--- src/rtl/sram_access_sequencer_pkg.sv ---
`default_nettype none
// ============================================================================
// Module      : sram_access_sequencer_pkg
// Description : Shared default widths and FSM state encoding for the
//               SRAM access sequencer.
// Revision    : 1.0 - initial release
// ============================================================================
package sram_access_sequencer_pkg;

  localparam int unsigned C_ADDR_W   = 9;
  localparam int unsigned C_DATA_W   = 8;
  localparam int unsigned C_FACTOR_W = 8;
  localparam int unsigned C_BURST_W  = 4;

  typedef enum logic [1:0] {
    ST_IDLE = 2'd0,
    ST_LOW  = 2'd1,
    ST_HIGH = 2'd2,
    ST_NEXT = 2'd3
  } seq_state_e;

endpackage
`default_nettype wire

--- src/rtl/sram_access_sequencer_phase_timer.sv ---
`default_nettype none
// ============================================================================
// Module      : sram_phase_timer
// Description : Per-beat phase counter with the held effective factor and
//               the decoded phase strobes.
// Revision    : 1.0 - initial release
// ============================================================================
module sram_phase_timer
  import sram_access_sequencer_pkg::*;
#(
  parameter int unsigned FACTOR_W = C_FACTOR_W
) (
  input  logic                clk_in,
  input  logic                reset_in,
  input  logic                load_i,
  input  logic                restart_i,
  input  logic                run_i,
  input  logic [FACTOR_W-1:0] factor_i,
  output logic                at_zero_o,
  output logic                at_one_o,
  output logic                at_half_o,
  output logic                at_last_o,
  output logic                at_end_o
);

  // Three extra bits so that 4*Fe never overflows the counter.
  localparam int unsigned CNT_W = FACTOR_W + 3;

  logic [FACTOR_W-1:0] fe_q, fe_d;
  logic [CNT_W-1:0]    cnt_q, cnt_d;
  logic [CNT_W-1:0]    half_w, end_w;

  assign half_w = {2'b00, fe_q, 1'b0};
  assign end_w  = {1'b0, fe_q, 2'b00};

  always_comb begin
    fe_d  = fe_q;
    cnt_d = cnt_q;
    if (load_i) begin
      fe_d  = (factor_i == '0) ? FACTOR_W'(1) : factor_i;
      cnt_d = '0;
    end else if (restart_i) begin
      cnt_d = '0;
    end else if (run_i) begin
      cnt_d = cnt_q + CNT_W'(1);
    end
  end

  always_ff @(posedge clk_in) begin
    if (reset_in) begin
      fe_q  <= FACTOR_W'(1);
      cnt_q <= '0;
    end else begin
      fe_q  <= fe_d;
      cnt_q <= cnt_d;
    end
  end

  assign at_zero_o = (cnt_q == '0);
  assign at_one_o  = (cnt_q == CNT_W'(1));
  assign at_half_o = (cnt_q == half_w);
  assign at_last_o = (cnt_q == end_w - CNT_W'(1));
  assign at_end_o  = (cnt_q == end_w);

endmodule
`default_nettype wire

--- src/rtl/sram_access_sequencer.sv ---
`default_nettype none
// ============================================================================
// Module      : sram_access_sequencer
// Description : Burst read/write sequencer generating SRAM clock, enables,
//               address and data with a programmable beat length.
// Revision    : 1.0 - initial release
// ============================================================================
module sram_access_sequencer
  import sram_access_sequencer_pkg::*;
#(
  parameter int unsigned ADDR_W   = C_ADDR_W,
  parameter int unsigned DATA_W   = C_DATA_W,
  parameter int unsigned FACTOR_W = C_FACTOR_W,
  parameter int unsigned BURST_W  = C_BURST_W
) (
  input  logic                clk_in,
  input  logic                reset_in,
  input  logic [FACTOR_W-1:0] clk_factor,
  input  logic                start_in,
  input  logic                rw_in,
  input  logic [BURST_W-1:0]  burst_len_in,
  input  logic                abort_in,
  input  logic [ADDR_W-1:0]   a_in,
  input  logic [DATA_W-1:0]   d_in,
  input  logic [DATA_W-1:0]   q_in,
  output logic                clk_out,
  output logic                cen_out,
  output logic                wen_out,
  output logic [ADDR_W-1:0]   a_out,
  output logic [DATA_W-1:0]   d_out,
  output logic [DATA_W-1:0]   q_out,
  output logic                q_valid,
  output logic                d_take,
  output logic                busy,
  output logic                done
);

  seq_state_e state_q, state_d;

  logic                start_q, rw_in_q, abort_q;
  logic [BURST_W-1:0]  blen_q;
  logic [ADDR_W-1:0]   a_in_q;

  logic                rw_q, rw_d, abt_pend_q, abt_pend_d;
  logic [BURST_W-1:0]  beats_q, beats_d;
  logic [ADDR_W-1:0]   addr_q, addr_d, a_out_q, a_out_d;
  logic [DATA_W-1:0]   d_out_q, d_out_d, q_out_q, q_out_d;
  logic                clk_q, clk_d, cen_q, cen_d, wen_q, wen_d;
  logic                qv_q, qv_d, dt_q, dt_d, busy_q, busy_d, done_q, done_d;

  logic t_load, t_restart, t_run;
  logic t_zero, t_one, t_half, t_last, t_end;

  sram_phase_timer #(.FACTOR_W(FACTOR_W)) u_timer (
    .clk_in    (clk_in),
    .reset_in  (reset_in),
    .load_i    (t_load),
    .restart_i (t_restart),
    .run_i     (t_run),
    .factor_i  (clk_factor),
    .at_zero_o (t_zero),
    .at_one_o  (t_one),
    .at_half_o (t_half),
    .at_last_o (t_last),
    .at_end_o  (t_end)
  );

  always_comb begin
    state_d    = state_q;
    rw_d       = rw_q;
    beats_d    = beats_q;
    addr_d     = addr_q;
    abt_pend_d = abt_pend_q | ((state_q != ST_IDLE) & abort_q);
    clk_d      = clk_q;
    cen_d      = cen_q;
    wen_d      = wen_q;
    a_out_d    = a_out_q;
    d_out_d    = d_out_q;
    q_out_d    = q_out_q;
    busy_d     = busy_q;
    qv_d       = 1'b0;
    dt_d       = 1'b0;
    done_d     = 1'b0;
    t_load     = 1'b0;
    t_restart  = 1'b0;
    t_run      = 1'b0;
    unique case (state_q)
      ST_IDLE: begin
        // A start arriving together with an abort yields a single-beat burst.
        abt_pend_d = 1'b0;
        if (start_q) begin
          state_d    = ST_LOW;
          busy_d     = 1'b1;
          rw_d       = rw_in_q;
          beats_d    = blen_q;
          addr_d     = a_in_q;
          abt_pend_d = abort_q;
          t_load     = 1'b1;
        end
      end
      ST_LOW, ST_HIGH: begin
        t_run = 1'b1;
        if (t_zero) clk_d = 1'b0;
        if (t_one) begin
          cen_d   = 1'b0;
          a_out_d = addr_q;
          if (!rw_q) begin
            wen_d   = 1'b0;
            d_out_d = d_in;
            dt_d    = 1'b1;
          end
        end
        if (t_half) begin
          state_d = ST_HIGH;
          clk_d   = 1'b1;
        end
        if (t_last) begin
          if (rw_q) begin
            q_out_d = q_in;
            qv_d    = 1'b1;
          end
          cen_d   = 1'b1;
          wen_d   = 1'b1;
          state_d = ST_NEXT;
        end
      end
      ST_NEXT: begin
        if (t_end) begin
          if ((beats_q != '0) && !abt_pend_d) begin
            addr_d    = addr_q + ADDR_W'(1);
            beats_d   = beats_q - BURST_W'(1);
            t_restart = 1'b1;
            state_d   = ST_LOW;
          end else begin
            state_d    = ST_IDLE;
            clk_d      = 1'b1;
            cen_d      = 1'b1;
            wen_d      = 1'b1;
            a_out_d    = '1;
            d_out_d    = '1;
            busy_d     = 1'b0;
            done_d     = 1'b1;
            abt_pend_d = 1'b0;
          end
        end
      end
      default: state_d = ST_IDLE;
    endcase
  end

  always_ff @(posedge clk_in) begin
    if (reset_in) begin
      start_q    <= 1'b0;
      rw_in_q    <= 1'b0;
      abort_q    <= 1'b0;
      blen_q     <= '0;
      a_in_q     <= '0;
      state_q    <= ST_IDLE;
      rw_q       <= 1'b0;
      beats_q    <= '0;
      addr_q     <= '0;
      abt_pend_q <= 1'b0;
      clk_q      <= 1'b1;
      cen_q      <= 1'b1;
      wen_q      <= 1'b1;
      a_out_q    <= '1;
      d_out_q    <= '1;
      q_out_q    <= '0;
      qv_q       <= 1'b0;
      dt_q       <= 1'b0;
      busy_q     <= 1'b0;
      done_q     <= 1'b0;
    end else begin
      start_q    <= start_in;
      rw_in_q    <= rw_in;
      abort_q    <= abort_in;
      blen_q     <= burst_len_in;
      a_in_q     <= a_in;
      state_q    <= state_d;
      rw_q       <= rw_d;
      beats_q    <= beats_d;
      addr_q     <= addr_d;
      abt_pend_q <= abt_pend_d;
      clk_q      <= clk_d;
      cen_q      <= cen_d;
      wen_q      <= wen_d;
      a_out_q    <= a_out_d;
      d_out_q    <= d_out_d;
      q_out_q    <= q_out_d;
      qv_q       <= qv_d;
      dt_q       <= dt_d;
      busy_q     <= busy_d;
      done_q     <= done_d;
    end
  end

  assign clk_out = clk_q;
  assign cen_out = cen_q;
  assign wen_out = wen_q;
  assign a_out   = a_out_q;
  assign d_out   = d_out_q;
  assign q_out   = q_out_q;
  assign q_valid = qv_q;
  assign d_take  = dt_q;
  assign busy    = busy_q;
  assign done    = done_q;

endmodule
`default_nettype wire
--- config.mk ---
export PLATFORM = sky130hd
export DESIGN_NAME = sram_access_sequencer
export DESIGN_NICKNAME = d
export VERILOG_FILES = /design/src/rtl/sram_access_sequencer_pkg.sv /design/src/rtl/sram_access_sequencer_phase_timer.sv /design/src/rtl/sram_access_sequencer.sv
export SDC_FILE = /design/constraint.sdc
export NUM_CORES = 1
export LEC_CHECK = 0
export ABC_AREA = 1
export BUFFER_PORTS_ARGS = -buffer_cell sky130_fd_sc_hd__buf_2
export CAP_MARGIN = 20
export CORE_MARGIN = 2
export CORE_UTILIZATION = 56
export CTS_CLUSTER_DIAMETER = 60
export DETAILED_ROUTE_END_ITERATION = 10
export PLACE_DENSITY_LB_ADDON = 0.15
export SYNTH_ARGS = -nofsm -noshare
export SYNTH_HDL_FRONTEND = slang
export SYNTH_SLANG_ARGS = --single-unit
--- constraint.sdc ---
create_clock -name clk_in -period 2.5 [get_ports clk_in]
set_input_delay 0.125 -clock clk_in [delete_from_list [all_inputs] [get_ports clk_in]]
set_output_delay 0.125 -clock clk_in [all_outputs]
set_load 0.01 [all_outputs]
[Word-level counts from Yosys, hierarchy flattened]
Index checks and enable logic that the tools add are counted.
Cells by class
  bitwise logic cells: 7
  equal/unequal tests: 17
  reductions and logical operators: 24
  $add $sub $neg: 4
  muxes and demuxes: 53
Operators by type and width (count)
  9-bit 2-to-1 mux: 6
  8-bit 2-to-1 mux: 5
  9-bit one-hot mux with 2 select lines: 2
  1-bit 2-to-1 mux: 25
  4-bit AND reduction: 5
  8-bit one-hot mux with 2 select lines: 1
  4-bit 2-to-1 mux: 3
  2-bit inequality test, second input constant: 6
  3-bit inequality test, second input constant: 4
  3-bit OR reduction: 4
  11-bit by 1-bit adder with 11-bit output, second input constant: 1
  11-bit by 1-bit equality test with 1-bit output, second input constant: 1
  11-bit by 10-bit equality test with 1-bit output: 1
  11-bit equality test: 1
  11-bit by 9-bit equality test with 1-bit output: 1
  11-bit logical NOT: 1
  10-bit by 1-bit subtractor with 11-bit output, second input constant: 1
  1-bit one-hot mux with 2 select lines: 5
  5-bit AND reduction: 2
  9-bit by 1-bit adder with 9-bit output, second input constant: 1
  8-bit logical NOT: 1
  2-bit 2-to-1 mux: 4
  4-bit one-hot mux with 2 select lines: 1
  2-bit one-hot mux with 3 select lines: 1
  other kinds (14): 22
Word-level totals
  register bits: 84

[Depth between registers and ports, before layout]
  depth after elaboration: 9
  mapped depth: 16
  depth with buffers taken out: 15

[By module]
A second synthesis with hierarchy kept.
Unflattened totals
  cells, all modules: 627
  area, all modules: 4245.3 um2
Modules (own cells, without submodules)
  sram_access_sequencer: cells each 399, instances 1, sequential area each 1301.2 um2, area each 2840.2 um2
  sram_phase_timer: cells each 228, instances 1, sequential area each 380.4 um2, area each 1405.1 um2

[Worst setup path after synthesis]
OpenSTA, ideal clock, no wires.
  kind: reg-to-reg
  start: register u_timer.fe_q[0]
  end: register q_out_q[6], in the netlist q_out[6]
  required time: 2.388 ns
  path slack: 0.677 ns
  stages on the path, launching flop included: 16
  library setup time: 0.112 ns
  clock period less this slack: 1.823 ns
  arrival time: 1.711 ns
  path through: dfxtp_1 inv_1 ha_1 nand2_1 nand2_1 nor2_1 nand2_1 nor2_1 nand2_1 nor2_2 nand2_2 nor2_2 inv_2 buf_6 nor2_2 nor2_2
On the way
  cells in the longest elaborated chain, start to end: 3
RTL lines
  start, declared: RTL line sram_access_sequencer_phase_timer.sv:29  | logic [FACTOR_W-1:0] fe_q, fe_d;
  start signal, assigned: RTL line sram_access_sequencer_phase_timer.sv:51  | fe_q <= FACTOR_W'(1);
  start signal, assigned: RTL line sram_access_sequencer_phase_timer.sv:54  | fe_q <= fe_d;
  10-bit by 1-bit subtractor with 11-bit output: RTL line sram_access_sequencer_phase_timer.sv:62  | assign at_last_o = (cnt_q == end_w - CNT_W'(1));
  11-bit equality test: RTL line sram_access_sequencer_phase_timer.sv:62
  3-bit AND reduction (no source line)
  end signal, assigned: RTL line sram_access_sequencer.sv:189  | q_out_q <= q_out_d;
  end, declared: RTL line sram_access_sequencer.sv:47  | logic [DATA_W-1:0] d_out_q, d_out_d, q_out_q, q_out_d;
No other way between the ends.
A chain may end at the register's enable or synchronous reset.

[Worst setup path in the final report]
  start: register u_timer.fe_q[1]
  end: register q_out_q[5], in the netlist q_out[5]
The elaborated chain is that of the path after synthesis.

==> results.cfg <==
[synthesis]
ys_types = 40
syn_inst = 603
syn-mean-instance-area_um2 = 6.93
synth_edf_count = 0
async_flop_share_pct = 0
synth_top_cell_by_area = dfxtp_1
synth_top_area_share_pct = 40.2
synth_seq_cells = 84
syn_nets = 653
syn_area_mm2 = 0.00418
netlist_top_cells_area = dfxtp_1 40%, nand2_1 14%, nor2_1 6.7%
synth_flop_cell = dfxtp_1
yosys_warnings = 0
synth-seq-area-share_pct = 40.2

[floorplanning]
core_mm2 = 0.00725
initial_core_util_pct = 57.6
io_pins = 74
die_area_mm2 = 0.00817
die_y_um = 90.4
rows = 31
die_x_um = 90.4

[final_layout]
final-seq-area_mm2 = 0.00168
fillCellCount = 651
nets = 743
drive_gt1_share_pct = 18.6
antennaDiodeCount = 0
instances_no_fill = 797
area_delta_synth_final_pct = 20.4
multi_input_area_mm2 = 0.00209

[timing]
setup_viol = 0
fmax_mhz = 465
timing.final.crit_period_ns = 2.15
hold_ws_ns = 0.0550
setup_tns_ns = 0
fin_crit_sh_pct = 86.1
slew-limit-headroom_pct = 49.1
finalMaxSlewViolations = 0
hold_viol = 0
finClkSkew_ns = 0.0116
rsz0062_at_grt = false
tightest_slew_ns = 0.764

[clocking]
cts_tree = yes
cts_resized = 0
cts-root-buf = clkbuf_8
clk_latency_ns = 0.36
clk_pin_slew_worst_paths_ns = 0.10
cts_max_level = 3
cts_inserted_buffers = 9
cts_setup_buffers = 0
clock-sinks = 84
clk_path_buf_depth = 2

[run_status]
status = complete, no violations

[power_and_ir_drop]
internal_power_mw = 2.57
power_switching_mw = 1.84
powerDensity_mw_per_mm2 = 875
ir_drop_mv = 0.514
leakage_nw = 2.42
pwr-share-clk_pct = 20.6
combPwrFrac_pct = 40.3
p_sw_share_pct = 41.7
seqPwrFrac_pct = 39.0

[global_route]
grtUsageTotal_pct = 25.0
grt_overflow = 0
first_global_vias = 3684
grt_max_degree = 46
antenna_found_initial = 0
grt_first_pass_wirelength_um = 16900

[detailed_routing]
routed_wl_um = 9790
drc = 0
ant_nets = 0
drt_iter0_drc = 377
via_per_inst = 5.01
routedWlPerCell_um = 12.3
dr.pass1.iters = 5
num_vias = 3991

[worst_hold_path]
hp-class = in -> reg

[place]
globalplace.congestion = 0.960
dp_hpwl_um = 6970
portBuffers = 73
placed_cells = 753

[flow_run]
cap_violations = 0

[setup_path]
crit_family = simple AND/OR/NAND/NOR gates
cp_data_arrival_time_ns = 2.45
path_common_cell = nand2_1
required_ns = 2.80
path_class = reg -> reg
cpMaxStageDelayCell = dfxtp_1
startpoint_type = flip-flop
crit_buf_inv = 2
cp-end-kind = flip-flop
worstPathMaxFanout = 17
crit_chain = inv_1 -> ha_1 -> nand2_1 -> nand2_1 -> nor2_1 -> nand2_1 -> nor2_1 -> nand2_1 -> nor2_2 -> nand2_2 -> nor2_2 -> inv_2 -> nand2_1 -> nand2_1 -> nor2_1
slowest_delay_ns = 0.42
==> power groups by stage <==
| stage | combinational [mW] | clock, mW | sequential [mW] |
|---|---|---|---|
| 6_report | 1.78 | 0.908 | 1.72 |
| 5_1_grt | 2.06 | 0.989 | 1.75 |
| 4_1_cts | 1.77 | 0.930 | 1.72 |
| 3_5_place_dp | 1.73 | 0 | 1.75 |
| 3_3_place_gp | 1.70 | 0 | 1.74 |
| 2_1_floorplan | 1.31 | 0 | 1.76 |
==> sequential cells by signal, summed over array words and instances (netlist names) <==
signal,count
a_out,9
abt_pend_q,1
abort_q,1
d_take,1
done,1
d_out,8
a_in_q,9
rw_q,1
busy,1
clk_out,1
wen_out,1
cen_out,1
blen_q,4
addr_q,9
beats_q,4
q_valid,1
start_q,1
state_q,2
u_timer.fe_q,8
u_timer.cnt_q,11
q_out,8
rw_in_q,1
==> timing repair <==
item                       CTS  global route
setup endpoints to repair    0             0
hold endpoints to repair    27             1
hold buffers                27             1
==> layout by cell type, fill, tap and decap left out, types with 2 or more instances in the layout <==
master	instances
inv_1	66
nand2_1	153
dfxtp_1	84
nor2_4	2
nand3b_1	3
clkbuf_8	9
clkinv_4	3
nand4_1	7
nor2_2	8
inv_6	2
buf_4	4
buf_2	73
dlygate4sd3_1	28
o21ai_0	28
nand2_2	5
o22ai_1	3
xor2_1	13
a21oi_1	33
nand3_1	40
nor2_1	75
nand2_4	3
or2_2	9
inv_2	7
o21ai_1	2
xnor2_1	11
ha_1	8
nor4_1	3
nor3_1	2
==> worst min-delay path, cell delays in order <==
cell and delay, ns:
buf_2 0.10, inv_1 0.06, o22ai_1 0.08
==> cell type report <==
type,instances,area share [%]
flip-flops and latches,84,33.4
inverters,74,5.62
clock inverters,7,1.17
well taps,99,2.46
repair buffers,105,13.4
clock buffers,9,2.46
multi-input cells,419,41.4
==> final timing paths <==
kind | startpoint | end | slack [ns] | cells past startpoint
setup / recovery | u_timer.fe_q[1] | q_out[5] | 0.35 | 15
hold reg to reg | a_out[3] | a_out[3] | 0.46 | 2
hold / removal | clk_factor[3] | u_timer.fe_q[3] | 0.05 | 3
setup reg to reg | u_timer.fe_q[1] | q_out[5] | 0.35 | 15
==> kinds of logic (layout without fill, tap and decap cells) <==
group / after synthesis / in the layout / synth area share [%]
XOR/XNOR: 24 / 24 / 5.03
AND/OR/NAND/NOR: 314 / 314 / 33.2
buffers and inverters: 100 / 195 / 9.88
AO/OA/AOI/OAI: 73 / 73 / 9.31
adder cells (fa/ha/maj): 8 / 8 / 2.39
flip-flops: 84 / 84 / 40.2
==> layer usage <==
metal | track usage [%] | vias to the layer above | wire (um)
met3 | 5.59 | 12 | 531
met1 | 36.0 | 1806 | 4840
met4 | 5.90 | 0 | 127
li1 | - | 2063 | -
met5 | 0 | - | 0
met2 | 38.3 | 110 | 4290
==> cell usage after synthesis, types with 3 or more instances <==
cell type	count
nand2_1	153
dfxtp_1	84
nor2_1	75
inv_1	66
nand3_1	40
a21oi_1	33
o21ai_0	28
xor2_1	13
clkbuf_1	11
xnor2_1	11
buf_2	10
or2_2	9
ha_1	8
nor2_2	8
inv_2	7
nand4_1	7
nand2_2	5
nand2_4	3
nand3b_1	3
nor4_1	3
o22ai_1	3
==> stage by stage <==
stage          worst slack (ns)  area, um2  util [%]  power [mW]
2_1_floorplan             0.677       4180         -        3.07
3_3_place_gp              0.434       4570      63.0        3.44
3_5_place_dp              0.393       4570      63.0        3.48
4_1_cts                   0.378       5020      69.2        4.42
5_1_grt                  0.0922       5030      69.4        4.80
6_report                  0.348       5030      69.4        4.40
No activity file was read; power rests on OpenSTA's default activity.
